<file path="config.mk">
export PLATFORM = sky130hd
export DESIGN_NAME = time_set_ctrl
export DESIGN_NICKNAME = d
export VERILOG_FILES = /design/src/rtl/time_set_ctrl.sv
export SDC_FILE = /design/constraint.sdc
export NUM_CORES = 1
export LEC_CHECK = 0
export ABC_AREA = 1
export CAP_MARGIN = 25
export CORE_MARGIN = 4
export CORE_UTILIZATION = 30
export DETAILED_ROUTE_END_ITERATION = 12
export GPL_ROUTABILITY_DRIVEN = 0
export PLACE_DENSITY = 0.46
export REMOVE_ABC_BUFFERS = 1
export SYNTH_ARGS = -nofsm -noshare
export SYNTH_HDL_FRONTEND = slang
export SYNTH_SLANG_ARGS = --single-unit
</file>
<file path="constraint.sdc">
create_clock -name clk -period 6.9 [get_ports clk]
set_input_delay 1.38 -clock clk [delete_from_list [all_inputs] [get_ports clk]]
set_output_delay 1.38 -clock clk [all_outputs]
set_load 0.01 [all_outputs]
</file>
<file path="src/rtl/time_set_ctrl.sv">
// time_set_ctrl: debounced push-button front-end that edits a BCD hour/minute
// value in two fields and strobes load so the time keeper adopts it.
module time_set_ctrl #(
    parameter int DEBOUNCE_CYCLES = 250000,
    parameter int TIMEOUT_CYCLES  = 750000000
) (
    input  logic       clk,
    input  logic       reset,
    input  logic       btn_mode,
    input  logic       btn_up,
    input  logic       btn_down,
    input  logic [3:0] cur_ms_hour,
    input  logic [3:0] cur_ls_hour,
    input  logic [3:0] cur_ms_min,
    input  logic [3:0] cur_ls_min,
    output logic [3:0] set_ms_hour,
    output logic [3:0] set_ls_hour,
    output logic [3:0] set_ms_min,
    output logic [3:0] set_ls_min,
    output logic       load,
    output logic       setting,
    output logic [1:0] field
);
    localparam int DW = $clog2(DEBOUNCE_CYCLES + 1);
    localparam int TW = $clog2(TIMEOUT_CYCLES + 1);
    typedef enum logic [1:0] {IDLE, SET_HOUR, SET_MIN, COMMIT} state_t;
    state_t state, nxt;
    logic [2:0] raw, s1, s2, deb, hit, rise;
    logic [DW-1:0] cnt [3];
    logic [TW-1:0] tcnt;
    logic m, u, d, acc, tmo;
    logic [7:0] nh, nm;

    function automatic logic [7:0] hr_inc(input logic [7:0] h);
        if (h[7:4] > 4'd2 || h[3:0] > 4'd9 || (h[7:4] == 4'd2 && h[3:0] >= 4'd3)) return 8'h00;
        return h[3:0] == 4'd9 ? {h[7:4] + 4'd1, 4'd0} : {h[7:4], h[3:0] + 4'd1};
    endfunction

    function automatic logic [7:0] hr_dec(input logic [7:0] h);
        if (h[7:4] > 4'd2 || h[3:0] > 4'd9 || (h[7:4] == 4'd2 && h[3:0] > 4'd3) || h == 8'h00) return 8'h23;
        return h[3:0] == 4'd0 ? {h[7:4] - 4'd1, 4'd9} : {h[7:4], h[3:0] - 4'd1};
    endfunction

    function automatic logic [7:0] mn_inc(input logic [7:0] v);
        if (v[7:4] > 4'd5 || v[3:0] > 4'd9 || v == 8'h59) return 8'h00;
        return v[3:0] == 4'd9 ? {v[7:4] + 4'd1, 4'd0} : {v[7:4], v[3:0] + 4'd1};
    endfunction

    function automatic logic [7:0] mn_dec(input logic [7:0] v);
        if (v[7:4] > 4'd5 || v[3:0] > 4'd9 || v == 8'h00) return 8'h59;
        return v[3:0] == 4'd0 ? {v[7:4] - 4'd1, 4'd9} : {v[7:4], v[3:0] - 4'd1};
    endfunction

    assign raw = {btn_mode, btn_up, btn_down};

    always_comb begin
        hit = '0;
        for (int i = 0; i < 3; i++) hit[i] = cnt[i] == DW'(DEBOUNCE_CYCLES - 1);
    end

    // A press is the cycle in which the debounced level is about to rise.
    assign rise = hit & s2 & ~deb;

    always_ff @(posedge clk or posedge reset) begin
        if (reset) begin
            s1  <= '0;
            s2  <= '0;
            deb <= '0;
            for (int i = 0; i < 3; i++) cnt[i] <= '0;
        end else begin
            s1 <= raw;
            s2 <= s1;
            for (int i = 0; i < 3; i++) begin
                if (s2[i] == deb[i]) cnt[i] <= '0;
                else if (hit[i]) begin
                    cnt[i] <= '0;
                    deb[i] <= s2[i];
                end else cnt[i] <= cnt[i] + 1'b1;
            end
        end
    end

    assign m   = rise[2];
    assign u   = rise[1] & ~rise[0] & ~m;
    assign d   = rise[0] & ~rise[1] & ~m;
    assign acc = m | u | d;
    assign tmo = tcnt == TW'(TIMEOUT_CYCLES - 1);

    assign load    = state == COMMIT;
    assign setting = state == SET_HOUR || state == SET_MIN;
    assign field   = state == SET_HOUR ? 2'b01 : state == SET_MIN ? 2'b10 : 2'b00;

    always_comb begin
        nxt = state;
        nh  = {set_ms_hour, set_ls_hour};
        nm  = {set_ms_min, set_ls_min};
        case (state)
            IDLE: begin
                nh = {cur_ms_hour, cur_ls_hour};
                nm = {cur_ms_min, cur_ls_min};
                if (m) nxt = SET_HOUR;
            end
            SET_HOUR: begin
                if (m) nxt = SET_MIN;
                else if (u) nh = hr_inc(nh);
                else if (d) nh = hr_dec(nh);
                else if (tmo) nxt = IDLE;
            end
            SET_MIN: begin
                if (m) nxt = COMMIT;
                else if (u) nm = mn_inc(nm);
                else if (d) nm = mn_dec(nm);
                else if (tmo) nxt = IDLE;
            end
            default: nxt = IDLE;
        endcase
    end

    always_ff @(posedge clk or posedge reset) begin
        if (reset) begin
            state <= IDLE;
            tcnt  <= '0;
            {set_ms_hour, set_ls_hour} <= '0;
            {set_ms_min, set_ls_min}   <= '0;
        end else begin
            state <= nxt;
            tcnt  <= (setting && !acc && !tmo) ? tcnt + 1'b1 : '0;
            {set_ms_hour, set_ls_hour} <= nh;
            {set_ms_min, set_ls_min}   <= nm;
        end
    end
endmodule

</file>
# After elaboration in Yosys (flattened, before gate mapping)
# Cells that the tools add are included.
# word_totals
ff_bits	111
word_cells	152
# classes
n_reduce_logical	28
n_bitwise	15
muxes	54
add_sub_neg	12
order_cmp	6
eq_ne	23
# ops
operator	count
$mux 8	18
$mux 18	6
$add 18x1->18 const B	3
$eq 18x18->1 const B	3
$pmux 8 s2	2
$add 30x1->30 const B	1
$eq 30x30->1 const B	1
$mux 30	1
$mux 1	18
$add 4x1->4 const B	4
$logic_not 8->1	2
$mux 2	8
$ne 4x2->1 const B	4
$sub 4x1->4 const B	4
$reduce_and 5->1	2
$eq 4x4->1 const B	2
$eq 8x7->1 const B	1
$gt 4x2->1 const B	2
$gt 4x4->1 const B	2
$logic_not 4->1	2
$logic_or 1x1->1	8
$and 3x3->3	2
$ne 2x2->1 const B	3
$ne 3x3->1 const B	2
other kinds (17)	37

# Logic depth before layout (Yosys ltp)
# Gate-level depths: netlist (run 1).
# depth
word_depth	15
depth_mapped	14

# Worst setup path before layout (run 1)
# Ideal clock, no wire load.
# synth_timing
path_type	register -> output
start	reg state[0]
end	out setting
setup_slack_ns	4.740
path_buffers	0
path_stages_with_launch	3
t_arrival_ns	0.780
t_required_ns	5.520
cell_sequence	dfrtp_1 -> inv_1 -> ha_1
# synth_via
elab_chain_len	2
# synth_lines
item	line	text
from (decl)	27	state_t state, nxt;
from (signal assigned)	126	state <= nxt;
$eq 2x1->1 / $eq 2x2->1 (equally long branches)	90	assign setting = state == SET_HOUR || state == SET_MIN;
$logic_or 1x1->1 *	90	
to (decl)	21	output logic setting,
# Every way passes the cells marked *; elsewhere a longest branch is shown, timed or not.

# Final worst setup path (run 1)
# layout_timing
start	reg state[0]
end	out field[1]
# layout_via
elab_chain_len	3
# layout_lines
item	line	text
$eq 2x2->1	91	assign field = state == SET_HOUR ? 2'b01 : state == SET_MIN ? 2'b10 : 2'b00;
$mux 2	91	
$mux 2 *	91	
to (decl)	22	output logic [1:0] field
# Marks and branches as above.

==> impl_metrics.py, run 1 <==
metrics = {
    "outcome": {
        "status": "complete, no violations",
    },
    "clock_tree": {
        "holdBufCountCts": 0,
        "cts_tree": "yes",
        "clock_path_buffers": 2,
        "cts_buffers": 9,
        "cts_root_buf": "clkbuf_16",
        "insertion_delay_ns": 0.36,
        "postCtsSetupRepairBufs": 0,
        "htree_levels": 3,
        "post_cts_resize_count": 0,
        "clock_sinks": 111,
        "clk_transition_reported_paths_ns": 0.08,
    },
    "final_layout": {
        "nFillCells": 2306,
        "drive_gt1_share_pct": 9.378,
        "diodes": 0,
        "postLayoutCellArea_mm2": 0.007719,
        "finalNetCount": 949,
        "layout_common_cells": "nand2_1 (182), nor2_1 (140), dfrtp_1 (111), inv_1 (102), nand3_1 (62)",
        "final_common_cell": "nand2_1",
        "area_delta_synth_final_pct": 15.89,
    },
    "setup_path": {
        "cp-end-kind": "output port",
        "cp.arrival_ns": 1.95,
        "r2r_cells": 10,
        "slowest_delay_ns": 0.63,
        "r2r-start": "cnt[36]",
        "endpoint": "field[1]",
        "crit_buf_inv": 2,
        "timing.rr.end": "set_ms_min[0]",
        "r2r_setup_slack_ns": 4.69,
        "critical_path.max_fanout": 12,
        "crit_family": "buffers and inverters",
        "cp_num_cells": 3,
        "cp-startpoint": "state[0]",
        "crit_type": "reg2out",
        "cp_data_required_time_ns": 5.52,
        "cp_cell_sequence": "inv_1, ha_1, clkdlybuf4s50_1",
        "critPathLaunchType": "flop",
        "cp_slowest_cell": "clkdlybuf4s50_1",
    },
    "sta": {
        "slew_violations": 0,
        "max_clock_freq_mhz": 300.0,
        "tightest_slew_ns": 0.6734,
        "fin_ws_ns": 3.567,
        "setup_tns_ns": 0,
        "slew_headroom_pct": 54.69,
        "period_needed_ns": 3.333,
        "rsz0062_at_grt": "false",
        "whs_ns": 0.3544,
        "setup_viol": 0,
        "fin_crit_sh_pct": 48.31,
        "skew_ns": 0.008038,
        "hold_viol": 0,
    },
    "route": {
        "routed_via_density": 4.556,
        "drtAntennaViolNets": 0,
        "totalWireLength_um": 15160,
        "drtPass1Iterations": 4,
        "drc": 0,
        "wire_per_inst_um": 12.66,
        "vias": 5453,
        "drt-initial-drc-count": 272,
    },
    "min_path": {
        "min-delay-path-class": "reg2reg",
        "min-delay-start": "s1[0]",
        "hold_depth": 0,
    },
    "placement": {
        "placed_area_mm2": 0.007368,
        "numPortBuffers": 40,
        "pre_cts_ws_ns": 3.722,
        "dp_hpwl_um": 11130,
    },
    "synthesis": {
        "synth_edf_count": 0,
        "netlist_area_mm2": 0.006660,
        "ys_seq_area_share_pct": 41.71,
        "synth-async-reset-ratio_pct": 100.0,
        "synth.avg_cell_area_um2": 7.673,
        "synth_cell_type_count": 42,
        "synth-seq-cells": 111,
        "ys_warn_count": 0,
        "synth_top_flop_cell": "dfrtp_1",
        "synthCells": 868,
    },
    "global_routing": {
        "grt_pass1_vias": 5179,
        "antenna_found_initial": 0,
        "grt_first_pass_wirelength_um": 25900,
        "grt_max_degree": 74,
        "grt-ovfl-total": 0,
        "grt_util_all_layers_pct": 12.87,
    },
    "floorplan": {
        "die_area_mm2": 0.02465,
        "fp.dieH_um": 157,
        "ios": 41,
        "rows": 54,
        "die_w_um": 157,
        "fp.coreArea_mm2": 0.02182,
        "start_util_pct": 30.52,
    },
    "power_and_ir_drop": {
        "ir_drop_uv": 95.73,
        "powerDensity_mw_per_mm2": 173.7,
        "leakage_uw": 0.003339,
        "power.total_uw": 1341,
    },
    "flow_run": {
        "maxCapViolCount": 0,
    },
}
[per-stage QoR]
step | utilization, % | std cells
finish | 35.37 | 1197
global route | 35.37 | 1197
CTS | 35.24 | 1196
detailed placement | 33.76 | 1180
global placement | 33.76 | 1180
floorplan | - | 858
[flip-flops by register name, summed over array words and instances (netlist names)]
signal       count
cnt             54
deb              3
s1               3
s2               3
set_ls_hour      4
set_ls_min       4
set_ms_hour      4
set_ms_min       4
state            2
tcnt            30
[kinds of logic (layout without fill, tap and decap cells)]
family / Yosys count / count (layout) / share of synthesized area [%]
AO/OA/AOI/OAI: 53 / 53 / 4.528
XOR/XNOR: 49 / 49 / 6.444
adder cells (fa/ha/maj): 16 / 16 / 3.006
buffers and inverters: 125 / 174 / 7.383
flip-flops: 111 / 111 / 41.71
AND/OR/NAND/NOR: 514 / 514 / 36.93
[synth_stat cells, types with 2 or more instances]
cell type | n | area, um^2
nand2_1 | 182 | 683.2
nor2_1 | 140 | 525.5
dfrtp_1 | 111 | 2778
inv_1 | 103 | 386.6
nand3_1 | 62 | 310.3
xor2_1 | 34 | 297.8
nor3_1 | 28 | 140.1
nand4_1 | 25 | 156.4
o21ai_0 | 21 | 105.1
a21oi_1 | 20 | 100.1
nor3_2 | 17 | 170.2
ha_1 | 16 | 200.2
xnor2_1 | 15 | 131.4
nor4_1 | 12 | 75.07
inv_2 | 10 | 37.54
nand3_2 | 10 | 100.1
nor2_2 | 10 | 62.56
nand2_2 | 5 | 31.28
nor3b_1 | 5 | 37.54
clkbuf_1 | 4 | 15.01
or2_2 | 4 | 25.02
and3_1 | 3 | 18.77
buf_2 | 3 | 15.01
nand2_4 | 3 | 33.78
nor2_4 | 3 | 33.78
o211ai_1 | 3 | 22.52
buf_6 | 2 | 22.52
clkinv_1 | 2 | 7.510
o21ai_1 | 2 | 10.01
[layout make-up]
type / count / area, um^2 / share of cell area [%]
Clock buffer: 10 / 229.0 / 2.966
Timing Repair Buffer: 43 / 442.9 / 5.738
Sequential cell: 111 / 2778 / 35.99
Multi-Input combinational cell: 632 / 3391 / 43.93
Clock inverter: 6 / 93.84 / 1.216
Tap cell: 280 / 350.3 / 4.539
Inverter: 115 / 434.2 / 5.625
[worst min path at each step]
stage,slack (ns),to
floorplan,0.33,s2[0]
global placement,0.33,s2[2]
detailed placement,0.34,s2[1]
CTS,0.36,s2[0]
global route,0.37,s2[0]
finish,0.35,s2[0]
[worst reg2reg max path, stage by stage (launching register included)]
cell	delay (ns)
dfrtp_1	0.37
ha_1	0.21
nand3_2	0.13
nor2_2	0.17
nand4_1	0.27
nand3_4	0.32
nand2_4	0.11
o21ai_4	0.30
nor2_2	0.10
nand2_1	0.08
nand2_1	0.06
[where the power goes]
| group | leakage [uW] | switching (uW) | internal (uW) |
|---|---|---|---|
| clock | 0.000147 | 255 | 321 |
| sequential | 0.00149 | 12.4 | 661 |
| combinational | 0.00170 | 52.4 | 38.8 |
[routing by layer]
| layer | vias up | wire length (um) | global-route usage (%) |
|---|---|---|---|
| met5 | - | 0 | 0 |
| li1 | 2881 | - | - |
| met4 | 0 | 110 | 2.603 |
| met2 | 86 | 6498 | 19.36 |
| met1 | 2478 | 7879 | 18.86 |
| met3 | 8 | 670 | 3.162 |
(Power assumes the default switching activity.)
==> inputs of run 2 (changes only) <==
clock period = 3.3 ns   (was 6.9 ns; I/O delays follow)
==> run 2 against run 1 <==
Compared with the run above:
- die area unchanged
- wire length about the same
- largest cell class unchanged
- first-iteration DRC count shrank 36%
- clock skew is 0.0034 ns higher
- via count rose by 0.24%
- total power up 110%
- global-route usage about the same
- sequential power rose by 110%
- non-clock buffer count increased by 1
- critical path depth unchanged
==> impl_metrics.py, run 2 (synthesized netlist as in run 1, its figures left out) <==
metrics = {
    "clock_tree": {
        "cts_tree": "yes",
        "clock_path_buffers": 2,
        "htree_levels": 3,
        "postCtsSetupRepairBufs": 0,
        "clock_sinks": 111,
        "cts_buffers": 9,
        "clk_transition_reported_paths_ns": 0.08,
        "cts_root_buf": "clkbuf_16",
        "holdBufCountCts": 0,
        "insertion_delay_ns": 0.36,
        "post_cts_resize_count": 0,
    },
    "final_layout": {
        "layout_common_cells": "nand2_1 (182), nor2_1 (140), dfrtp_1 (111), inv_1 (102), nand3_1 (62)",
        "drive_gt1_share_pct": 9.586,
        "nFillCells": 2324,
        "area_delta_synth_final_pct": 15.78,
        "finalNetCount": 950,
        "diodes": 0,
        "largest_reg_flops": 54,
        "top_register": "cnt",
        "largestRegisters": "cnt x54, tcnt x30",
        "final_common_cell": "nand2_1",
    },
    "setup_path": {
        "critPathLaunchType": "flop",
        "slowest_delay_ns": 0.62,
        "cp-end-kind": "output port",
        "cp.arrival_ns": 1.90,
        "crit_type": "reg2out",
        "cp_slowest_cell": "clkdlybuf4s50_1",
        "cp_data_required_time_ns": 2.64,
        "cp_cell_sequence": "inv_1, ha_1, clkdlybuf4s50_1",
        "critical_path.max_fanout": 12,
    },
    "outcome": {
        "status": "complete, no violations",
    },
    "sta": {
        "hold_viol": 0,
        "setup_viol": 0,
        "skew_ns": 0.01148,
        "whs_ns": 0.3543,
        "slew_headroom_pct": 57.35,
        "tightest_slew_ns": 0.6339,
        "max_clock_freq_mhz": 391.0,
        "period_needed_ns": 2.558,
        "fin_crit_sh_pct": 77.51,
        "rsz0062_at_grt": "false",
        "slew_violations": 0,
        "setup_tns_ns": 0,
    },
    "global_routing": {
        "grt_first_pass_wirelength_um": 26170,
        "grt_pass1_vias": 5364,
        "grt_max_degree": 43,
        "grt_util_all_layers_pct": 12.88,
        "grt-ovfl-total": 0,
        "antenna_found_initial": 0,
    },
    "route": {
        "totalWireLength_um": 15170,
        "drtPass1Iterations": 4,
        "drt-initial-drc-count": 174,
        "wire_per_inst_um": 12.67,
        "vias": 5466,
        "routed_via_density": 4.563,
        "drc": 0,
        "drtAntennaViolNets": 0,
    },
    "min_path": {
        "min-delay-path-class": "reg2reg",
    },
    "power_and_ir_drop": {
        "power.total_uw": 2764,
        "leakage_uw": 0.003343,
        "powerDensity_mw_per_mm2": 358.5,
        "ir_drop_uv": 190.4,
    },
    "floorplan": {
        "ios": 41,
        "fp.coreArea_mm2": 0.02182,
        "start_util_pct": 30.52,
        "rows": 54,
        "die_area_mm2": 0.02465,
        "fp.dieH_um": 157,
        "die_w_um": 157,
    },
    "placement": {
        "numPortBuffers": 40,
        "dp_hpwl_um": 11400,
    },
    "flow_run": {
        "maxCapViolCount": 0,
    },
}
[run 2: area by class of cell]
| type | count | area, um^2 | area share, % |
|---|---|---|---|
| clock inverters | 5 | 62.56 | 0.8113 |
| well taps | 280 | 350.3 | 4.543 |
| multi-input cells | 632 | 3391 | 43.97 |
| repair buffers | 44 | 442.9 | 5.744 |
| clock buffers | 11 | 252.7 | 3.278 |
| inverters | 115 | 434.2 | 5.630 |
| flip-flops and latches | 111 | 2778 | 36.02 |
[run 2: power breakdown]
part           leakage (uW)  switching, uW  internal [uW]
clock              0.000149            529            637
combinational       0.00170            110           80.9
sequential          0.00149           26.2           1380
total               0.00334            665           2100
[run 2: layer usage]
metal | part of all wire [%] | global-route usage (%) | vias to the layer above
li1 | - | - | 2879
met1 | 51 | 18.63 | 2475
met2 | 44 | 19.91 | 98
met3 | 4.4 | 2.392 | 14
met4 | 1.3 | 3.306 | 0
met5 | 0 | 0 | -
[run 2: stage by stage]
step	cell area, um^2	util [%]	worst slack (ns)	std cells
global route	7711	35.33	0.6700	1198
finish	7711	35.33	0.7422	1198
CTS	7711	35.33	0.7296	1198
floorplan	6600	-	-0.2907	858
detailed placement	7396	33.89	1.125	1182
global placement	7396	33.89	1.139	1182
[run 2: critical path, delay by kind of cell (launching register included)]
kind,cells,cell delay [ns]
flops,1,0.43
buf+inv,2,0.72
fa+ha+maj,1,0.40
[run 2: path summary, 6_finish.rpt]
kind / endpoint / start / cells after the start / slack [ns]
setup / recovery: field[1] / state[0] / 3 / 0.74
hold / removal: s2[1] / s1[1] / 0 / 0.35
setup reg to reg: tcnt[22] / tcnt[0] / 11 / 1.16
hold reg to reg: s2[1] / s1[1] / 0 / 0.35
max in group asynchronous: cnt[48] / reset / 3 / 1.87
min in group asynchronous: tcnt[25] / reset / 2 / 0.69
